`src/rtl/vlane_div_pkg.sv`:
```
// rtl/vlane_div_pkg.sv - shared constants for the vector-lane divider
// Purpose: FSM state encodings and op-field bit positions used by vlane_divider.
// Ports: none (package).
package vlane_div_pkg;

  typedef logic [1:0] state_t;

  localparam state_t ST_IDLE = 2'd0;
  localparam state_t ST_ITER = 2'd1;
  localparam state_t ST_FIX  = 2'd2;
  localparam state_t ST_DONE = 2'd3;

  // Bit positions within the 2-bit op field
  localparam int OP_UNSIGNED = 0;
  localparam int OP_REM      = 1;

endpackage

```
`src/rtl/vlane_div_step.sv`:
```
// rtl/vlane_div_step.sv - one combinational restoring-division step
// Purpose: shift {rem,quo} left by one, trial-subtract the divisor from the
//   partial remainder, keep the difference and set the quotient LSB when no
//   borrow occurs.
// Ports:
//   rem_in   [WIDTH:0]   partial remainder before the step
//   quo_in   [WIDTH-1:0] partial quotient / remaining dividend bits
//   divisor  [WIDTH-1:0] divisor magnitude
//   rem_out  [WIDTH:0]   partial remainder after the step
//   quo_out  [WIDTH-1:0] partial quotient after the step
module vlane_div_step #(
  parameter int WIDTH = 32
) (
  input  logic [WIDTH:0]   rem_in,
  input  logic [WIDTH-1:0] quo_in,
  input  logic [WIDTH-1:0] divisor,
  output logic [WIDTH:0]   rem_out,
  output logic [WIDTH-1:0] quo_out
);

  logic [WIDTH:0]   shifted;
  logic [WIDTH+1:0] trial;
  logic             borrow;

  // The remainder is always below the divisor, so its top bit is zero on
  // entry; the extra bit only matters after the shift.
  logic unused_rem_msb;
  assign unused_rem_msb = rem_in[WIDTH];

  always_comb begin
    shifted = {rem_in[WIDTH-1:0], quo_in[WIDTH-1]};
    trial   = {1'b0, shifted} - {2'b00, divisor};
    borrow  = trial[WIDTH+1];
    if (borrow) begin
      rem_out = shifted;
      quo_out = {quo_in[WIDTH-2:0], 1'b0};
    end else begin
      rem_out = trial[WIDTH:0];
      quo_out = {quo_in[WIDTH-2:0], 1'b1};
    end
  end

endmodule

```
`src/rtl/vlane_divider.sv`:
```
// rtl/vlane_divider.sv - iterative signed/unsigned restoring divider
// Purpose: fixed-latency DIV/DIVU/REM/REMU for the vector lane, one quotient
//   bit per cycle, valid/ready handshakes on input and output.
// Ports:
//   clk, resetn           clock, asynchronous active-low reset
//   opA, opB [WIDTH-1:0]  dividend, divisor
//   op [1:0]              bit0 unsigned, bit1 remainder
//   in_valid / in_ready   operation handshake
//   flush                 synchronous abort of the in-flight op
//   out_valid / out_ready result handshake
//   result [WIDTH-1:0]    quotient or remainder (registered)
module vlane_divider
  import vlane_div_pkg::*;
#(
  parameter int WIDTH     = 32,
  parameter int LOG2WIDTH = 5
) (
  input  logic             clk,
  input  logic             resetn,
  input  logic [WIDTH-1:0] opA,
  input  logic [WIDTH-1:0] opB,
  input  logic [1:0]       op,
  input  logic             in_valid,
  output logic             in_ready,
  input  logic             flush,
  output logic             out_valid,
  input  logic             out_ready,
  output logic [WIDTH-1:0] result
);

  localparam logic [LOG2WIDTH-1:0] LAST_CNT = LOG2WIDTH'(WIDTH - 1);

  state_t               state_q, state_d;
  logic [LOG2WIDTH-1:0] count_q, count_d;
  logic [WIDTH:0]       rem_q, rem_d;
  logic [WIDTH-1:0]     quo_q, quo_d;
  logic [WIDTH-1:0]     div_q, div_d;
  logic [WIDTH-1:0]     opa_q, opa_d;
  logic                 uns_q, uns_d;
  logic                 is_rem_q, is_rem_d;
  logic                 a_neg_q, a_neg_d;
  logic                 b_neg_q, b_neg_d;
  logic                 div_zero_q, div_zero_d;
  logic                 out_valid_q, out_valid_d;
  logic [WIDTH-1:0]     result_q, result_d;

  logic             accept;
  logic             a_neg_in, b_neg_in;
  logic [WIDTH-1:0] a_mag, b_mag;
  logic [WIDTH:0]   step_rem;
  logic [WIDTH-1:0] step_quo;
  logic [WIDTH-1:0] q_fix, r_fix;

  assign in_ready  = (state_q == ST_IDLE) || (state_q == ST_DONE && out_ready);
  assign accept    = in_valid && in_ready && !flush;
  assign out_valid = out_valid_q;
  assign result    = result_q;

  // Magnitudes of the incoming operands; the most negative value maps to
  // 2^(WIDTH-1), which is representable as an unsigned magnitude.
  assign a_neg_in = !op[OP_UNSIGNED] && opA[WIDTH-1];
  assign b_neg_in = !op[OP_UNSIGNED] && opB[WIDTH-1];
  assign a_mag    = a_neg_in ? (~opA + WIDTH'(1)) : opA;
  assign b_mag    = b_neg_in ? (~opB + WIDTH'(1)) : opB;

  vlane_div_step #(.WIDTH(WIDTH)) u_step (
    .rem_in  (rem_q),
    .quo_in  (quo_q),
    .divisor (div_q),
    .rem_out (step_rem),
    .quo_out (step_quo)
  );

  // Sign fix-up; divide-by-zero bypasses it and reports raw dividend.
  always_comb begin
    q_fix = quo_q;
    r_fix = rem_q[WIDTH-1:0];
    if (!uns_q && (a_neg_q ^ b_neg_q)) q_fix = ~quo_q + WIDTH'(1);
    if (!uns_q && a_neg_q)             r_fix = ~rem_q[WIDTH-1:0] + WIDTH'(1);
    if (div_zero_q) begin
      q_fix = '1;
      r_fix = opa_q;
    end
  end

  always_comb begin
    state_d     = state_q;
    count_d     = count_q;
    rem_d       = rem_q;
    quo_d       = quo_q;
    div_d       = div_q;
    opa_d       = opa_q;
    uns_d       = uns_q;
    is_rem_d    = is_rem_q;
    a_neg_d     = a_neg_q;
    b_neg_d     = b_neg_q;
    div_zero_d  = div_zero_q;
    out_valid_d = out_valid_q;
    result_d    = result_q;

    case (state_q)
      ST_ITER: begin
        rem_d   = step_rem;
        quo_d   = step_quo;
        count_d = count_q + LOG2WIDTH'(1);
        if (count_q == LAST_CNT) begin
          count_d = '0;
          state_d = ST_FIX;
        end
      end
      ST_FIX: begin
        result_d    = is_rem_q ? r_fix : q_fix;
        out_valid_d = 1'b1;
        state_d     = ST_DONE;
      end
      ST_DONE: begin
        if (out_ready) begin
          out_valid_d = 1'b0;
          state_d     = ST_IDLE;
        end
      end
      default: ;
    endcase

    // Acceptance is only possible from IDLE or from DONE while the result
    // is being taken, so it simply overrides the state-specific update.
    if (accept) begin
      state_d     = ST_ITER;
      count_d     = '0;
      rem_d       = '0;
      quo_d       = a_mag;
      div_d       = b_mag;
      opa_d       = opA;
      uns_d       = op[OP_UNSIGNED];
      is_rem_d    = op[OP_REM];
      a_neg_d     = a_neg_in;
      b_neg_d     = b_neg_in;
      div_zero_d  = (opB == '0);
      out_valid_d = 1'b0;
    end

    if (flush) begin
      state_d     = ST_IDLE;
      count_d     = '0;
      out_valid_d = 1'b0;
    end
  end

  always_ff @(posedge clk or negedge resetn) begin
    if (!resetn) begin
      state_q     <= ST_IDLE;
      count_q     <= '0;
      rem_q       <= '0;
      quo_q       <= '0;
      div_q       <= '0;
      opa_q       <= '0;
      uns_q       <= 1'b0;
      is_rem_q    <= 1'b0;
      a_neg_q     <= 1'b0;
      b_neg_q     <= 1'b0;
      div_zero_q  <= 1'b0;
      out_valid_q <= 1'b0;
      result_q    <= '0;
    end else begin
      state_q     <= state_d;
      count_q     <= count_d;
      rem_q       <= rem_d;
      quo_q       <= quo_d;
      div_q       <= div_d;
      opa_q       <= opa_d;
      uns_q       <= uns_d;
      is_rem_q    <= is_rem_d;
      a_neg_q     <= a_neg_d;
      b_neg_q     <= b_neg_d;
      div_zero_q  <= div_zero_d;
      out_valid_q <= out_valid_d;
      result_q    <= result_d;
    end
  end

endmodule

```
`config.mk`:
```
export PLATFORM = sky130hd
export DESIGN_NAME = vlane_divider
export DESIGN_NICKNAME = d
export VERILOG_FILES = /design/src/rtl/vlane_div_pkg.sv /design/src/rtl/vlane_div_step.sv /design/src/rtl/vlane_divider.sv
export SDC_FILE = /design/constraint.sdc
export NUM_CORES = 1
export LEC_CHECK = 0
export BUFFER_PORTS_ARGS = -buffer_cell sky130_fd_sc_hd__buf_2
export CORE_UTILIZATION = 64
export CTS_BUF_LIST = sky130_fd_sc_hd__clkbuf_8
export CTS_CLUSTER_DIAMETER = 80
export DETAILED_ROUTE_END_ITERATION = 10
export PLACE_DENSITY_LB_ADDON = 0.15
export SLEW_MARGIN = 40
export SYNTH_ARGS = -nofsm -noshare
export SYNTH_HDL_FRONTEND = slang
export SYNTH_HIERARCHICAL = 1
export SYNTH_SLANG_ARGS = --single-unit
```
`constraint.sdc`:
```
create_clock -name clk -period 7.5 [get_ports clk]
set_clock_uncertainty 0.15 [all_clocks]
set_input_delay 1.125 -clock clk [delete_from_list [all_inputs] [get_ports clk]]
set_output_delay 1.125 -clock clk [all_outputs]
set_load 0.03 [all_outputs]
```
==> After elaboration in Yosys (flattened, before gate mapping) <==
Cells that the tools add are included.
{ "op_classes": {"addsub": 6, "eq_ne": 6, "n_mux": 26, "bitwise_logic": 5, "n_reduce_logical": 19} }
{ "ops": {"columns": ["operator", "n"], "rows": [
  ["two-way mux 32 bit", 12],
  ["adder 32 x 1 -> 32 bit (second input constant)", 4],
  ["inverter 32 bit", 4],
  ["subtractor 33 x 32 -> 34 bit", 1],
  ["zero test 32 bit", 1],
  ["two-way mux 5 bit", 4],
  ["two-way mux 2 bit", 4],
  ["inequality test 4 bit (second input constant)", 2],
  ["logical AND 1 bit", 7],
  ["case mux 2 bit (3 select lines)", 1],
  ["adder 5 x 1 -> 5 bit (second input constant)", 1],
  ["equality test 5 bit (second input constant)", 1],
  ["nonzero test 5 bit", 1],
  ["equality test 2 bit (second input constant)", 2],
  ["two-way mux 1 bit", 4],
  ["nonzero test 4 bit", 1],
  ["zero test 1 bit", 3],
  ["AND reduction 3 bit", 1],
  ["nonzero test 3 bit", 1],
  ["equality test 2 x 1 -> 1 bit (second input constant)", 1],
  ["zero test 2 bit", 1],
  ["case mux 1 bit (2 select lines)", 1],
  ["AND reduction 2 bit", 1],
  ["nonzero test 2 bit", 1],
  ["other kinds (2)", 2]
]} }
{ "totals": {"ff_bits": 173, "output_inout_bits": 34, "elab_cells": 75} }

==> Logic depth before layout (Yosys ltp) <==
{ "depth": {"ltp_word": 7, "mapped_depth": 14, "mapped_depth_nobuf": 14} }

==> Hierarchy <==
The synthesis kept the hierarchy.
{ "by_module_without_submodules": {"columns": ["mod", "instances", "cells_per_inst", "area_per_inst_um2"], "rows": [
  ["vlane_divider", 1, 1189, 9924.5],
  ["vlane_div_step", 1, 401, 2611.3]
]} }

==> Worst setup path after synthesis <==
OpenSTA, ideal clock, no wires.
{ "synth_path": {"path_kind": "input to register", "from": "in opA[16]", "to": "reg quo_q[27]", "setup_time_ns": 0.123, "arrival_time_ns": 3.237, "t_required_ns": 7.227, "slack_ns": 3.990, "cell_stages": 7, "n_path_buf": 1, "path_cell_list": "or4_4 -> or4_1 -> or4_1 -> buf_2 -> or3_1 -> a21oi_1 -> nor3_1"} }
{ "synth_via": {"elab_chain_cells": 4} }
{ "synth_rtl": {"columns": ["item", "line", "text"], "rows": [
  ["start, declared", "vlane_divider.sv:20", "input logic [WIDTH-1:0] opA,"],
  ["inverter 32 bit", "vlane_divider.sv:63", "assign a_mag = a_neg_in ? (~opA + WIDTH'(1)) : opA;"],
  ["adder 32 x 1 -> 32 bit", "vlane_divider.sv:63", null],
  ["two-way mux 32 bit", "vlane_divider.sv:63", null],
  ["two-way mux 32 bit", "vlane_divider.sv:127", "if (accept) begin"],
  ["end signal, assigned", "vlane_divider.sv:168", "quo_q <= quo_d;"],
  ["end, declared", "vlane_divider.sv:36", "logic [WIDTH-1:0] quo_q, quo_d;"]
]} }
No other way between the ends.
A chain may end at the register's enable or synchronous reset.

==> Worst setup path in the final report <==
{ "layout_path": {"from": "reg rem_q[25]", "to": "reg rem_q[16]"} }
{ "layout_via": {"elab_chain_cells": 4} }
{ "layout_rtl": {"columns": ["item", "line", "text"], "rows": [
  ["start, declared", "vlane_divider.sv:35", "logic [WIDTH:0] rem_q, rem_d;"],
  ["start signal, assigned", "vlane_divider.sv:167", "rem_q <= rem_d;"],
  ["subtractor 33 x 32 -> 34 bit", "vlane_div_step.sv:32", "trial = {1'b0, shifted} - {2'b00, divisor};"],
  ["two-way mux 32 bit", "vlane_div_step.sv:34", "if (borrow) begin"],
  ["named net step_rem[16]", "vlane_divider.sv:50", "logic [WIDTH:0] step_rem;"],
  ["two-way mux 32 bit", "vlane_divider.sv:101", "case (state_q)"],
  ["two-way mux 32 bit", "vlane_divider.sv:127", null]
]} }
The timed path passes the listed nets, and every way through them passes these cells. The select of a mux whose other input is x is not followed.

==> insert_results.sql <==
INSERT INTO impl_metrics (metric_group, metric, value, unit) VALUES
('route', 'first_iter_violations', '1291', ''),
('place', 'buffer_ports.inserted', '104', ''),
('route', 'firstDrtPassIters', '8', ''),
('global_route', 'total_routing_resource_utilization_after_global_routing', '35.60', '%'),
('worst_hold_path', 'hold_path_class', 'reg2reg', ''),
('outcome', 'outcome', 'finished clean', ''),
('logic_synthesis', 'synthesis.area_per_instance', '7.891', 'um2'),
('finish', 'antenna-diode-count', '0', ''),
('finish', 'nNetsFinal', '1708', ''),
('timing', 'report.final.slew_viol_count', '0', ''),
('timing', 'totalNegativeSetupSlack', '0', 'ns'),
('worst_setup_path', 'required_time_reported_for_the_critical_path_endpoint', '7.69', 'ns'),
('power', 'maximum_vdd_drop', '0.1988', 'mV'),
('worst_setup_path', 'cpMaxStageDelayCell', 'dfrtp_1', ''),
('route', 'drt.antenna.violating_nets', '0', ''),
('worst_setup_path', 'setup.worst_path.start_class', 'register', ''),
('global_route', 'grt_overflow_total', '0', ''),
('global_route', 'grt_first_pass_wirelength', '55910', 'um'),
('die', 'fp.dieH', '141.5', 'um'),
('cts', 'clk_transition_reported_paths', '0.10', 'ns'),
('place', 'place_inst', '1839', ''),
('route', 'route.detailed.vias_per_inst', '6.308', ''),
('die', 'num_rows', '50', ''),
('worst_setup_path', 'critical_path.max_stage_delay', '0.52', 'ns'),
('timing', 'timing_hold_violations_final', '0', ''),
('logic_synthesis', 'mappedNetlistArea', '12450', 'um2'),
('place', 'dp_slack', '3.713', 'ns'),
('timing', 'period_share', '46.08', '%'),
('power', 'pwr_density_cell', '324.3', 'nW/um2'),
('worst_setup_path', 'regToRegSetupSlack', '4.04', 'ns'),
('cts', 'total_clock_sinks', '173', ''),
('global_route', 'grt_pass1_vias', '11030', ''),
('timing', 'pin_slew_with_the_least_headroom_to_its_limit', '0.8472', 'ns'),
('worst_setup_path', 'critical_path.top_delay_family', 'compound AO/OA/AOI/OAI gates', ''),
('cts', 'number_of_buffers_added_by_the_clock_tree_synthesis_step', '17', ''),
('finish', 'filler_cell_count', '1620', ''),
('place', 'place.detailed.hpwl', '24870', 'um'),
('logic_synthesis', 'synth_warnings', '6', ''),
('die', 'floorplan.io_pins', '105', ''),
('place', 'gp_congestion', '0.9903', ''),
('logic_synthesis', 'synth_nets', '1688', ''),
('run', 'maxCapViolations', '0', ''),
('timing', 'maxClockFrequency', '289.4', 'MHz'),
('power', 'static-leakage-power', '0.005904', 'uW'),
('die', 'floorplan.die.width', '141.5', 'um'),
('route', 'wl_per_cell', '18.27', 'um'),
('cts', 'cts-root-buf', 'clkbuf_8', ''),
('die', 'placeableCoreArea', '18890', 'um2'),
('worst_setup_path', 'critPathArrivalTime', '3.65', 'ns'),
('cts', 'cts_tree', 'yes', ''),
('timing', 'fin_crit', '3.456', 'ns'),
('finish', 'layout-area-overhead-vs-synth', '6.170', '%'),
('route', 'via_count', '11800', ''),
('cts', 'clk_path_buf_depth', '2', ''),
('cts', 'cts_htree_levels', '4', ''),
('cts', 'post_cts_resize_count', '0', ''),
('worst_setup_path', 'crit_path_cell_trace', 'ha_1 > a21o_1 > a21o_1 > a21oi_1 > o21ai_1 > or3_1 > o32ai_4 > buf_4 > mux2_4 > nand2_1 > a21oi_1', ''),
('finish', 'drive_above_1_share', '11.55', '%'),
('die', 'initial_core_util', '65.91', '%'),
('worst_setup_path', 'endpoint_kind', 'register', ''),
('cts', 'insertion_delay', '0.49', 'ns'),
('finish', 'final_cell_count_no_fill', '1871', ''),
('worst_setup_path', 'crit_buf_inv', '1', ''),
('cts', 'cts.repair_timing.setup_buffer_count', '0', ''),
('die', 'dieArea', '20020', 'um2'),
('route', 'drc', '0', ''),
('worst_setup_path', 'critical_path.max_fanout', '60', ''),
('cts', 'hold_fix_buffer_count_after_cts', '0', ''),
('timing', 'timing.max_slew.rel_slack', '43.00', '%'),
('timing', 'setup_viol', '0', ''),
('worst_setup_path', 'kind_of_critical_path', 'reg2reg', ''),
('global_route', 'grt_start_max_net_pins', '90', ''),
('logic_synthesis', 'post_synth_inst_count', '1578', ''),
('route', 'wirelength', '34180', 'um'),
('timing', 'layout_setup_ws', '4.044', 'ns'),
('timing', 'rsz0062_at_grt', 'no', ''),
('global_route', 'antenna_found_initial', '0', '');
-- worst register-to-register path, cell delays in order (launching register included) --
cell     delay [ns]
dfrtp_1        0.52
ha_1           0.49
a21o_1         0.24
a21o_1         0.17
a21oi_1        0.19
o21ai_1        0.10
or3_1          0.35
o32ai_4        0.10
buf_4          0.50
mux2_4         0.37
nand2_1        0.06
a21oi_1        0.07
-- power by group --
part	internal [uW]	switching [uW]	total, uW
logic	894	1320	2220
clock network	276	398	674
registers	1110	292	1400
-- metrics by stage --
step           power, uW  hold slack [ns]  instance area [um2]  utilization (%)
6_report            4288           0.3311                13220            69.97
5_1_grt             4609           0.3432                13220            69.97
4_1_cts             4235           0.3300                13210            69.91
3_5_place_dp        3562           0.3071                12820            67.86
3_3_place_gp        3500           0.3077                12810            67.78
2_1_floorplan       3130           0.2903                12450                -
-- path summary, 6_finish.rpt --
kind,from,to,cells past startpoint
worst min-delay path,opa_q[30]$_DFFE_PN0P_,opa_q[30]$_DFFE_PN0P_,2
min in group asynchronous,resetn,div_q[23]$_DFFE_PN0P_,1
worst max-delay path,rem_q[25]$_DFFE_PN0P_,rem_q[16]$_DFFE_PN0P_,11
max in group asynchronous,resetn,result[29]$_DFFE_PN0N_,2
worst max register to register,rem_q[25]$_DFFE_PN0P_,rem_q[16]$_DFFE_PN0P_,11
worst min register to register,opa_q[30]$_DFFE_PN0P_,opa_q[30]$_DFFE_PN0P_,2
-- registers in the layout, summed over array words and instances, names as in the netlist --
signal      cells
a_neg_q         1
quo_q          32
is_rem_q        1
uns_q           1
rem_q          32
state_q         2
result         32
count_q         5
out_valid       1
div_q          32
opa_q          32
div_zero_q      1
b_neg_q         1
-- cell usage in the layout (no fill, tap or decap), types with 10 or more instances in the layout --
| master | n |
|---|---|
| nand3_1 | 15 |
| nor4_1 | 16 |
| or4_1 | 16 |
| and3_1 | 18 |
| dfrtp_1 | 173 |
| nor2_1 | 89 |
| nand2b_1 | 10 |
| a21o_1 | 18 |
| xor2_1 | 56 |
| nand2_1 | 330 |
| nor3_1 | 31 |
| a21oi_1 | 114 |
| clkbuf_8 | 17 |
| buf_4 | 13 |
| a211oi_1 | 14 |
| inv_1 | 60 |
| o21ai_0 | 137 |
| ha_1 | 38 |
| nand4_1 | 16 |
| buf_2 | 103 |
| or3_1 | 10 |
| xnor2_1 | 77 |
| o22ai_1 | 24 |
| a31oi_1 | 28 |
| o31ai_1 | 21 |
-- layout make-up --
type | count | area [um2] | share of cell area (%)
Inverter | 59 | 221.5 | 1.675
Clock buffer | 17 | 234.0 | 1.770
Clock inverter | 15 | 152.6 | 1.155
Multi-Input combinational cell | 1228 | 7311 | 55.30
Timing Repair Buffer | 119 | 646.9 | 4.893
Tap cell | 260 | 325.3 | 2.461
Sequential cell | 173 | 4329 | 32.75
-- routing by layer --
layer  track usage (%)  wire length (um)
met5                 0                 0
met4             11.38               919
met1             49.97             15000
met2             56.15             15730
met3             6.142              2529
Power figures use the tool's default switching activity.
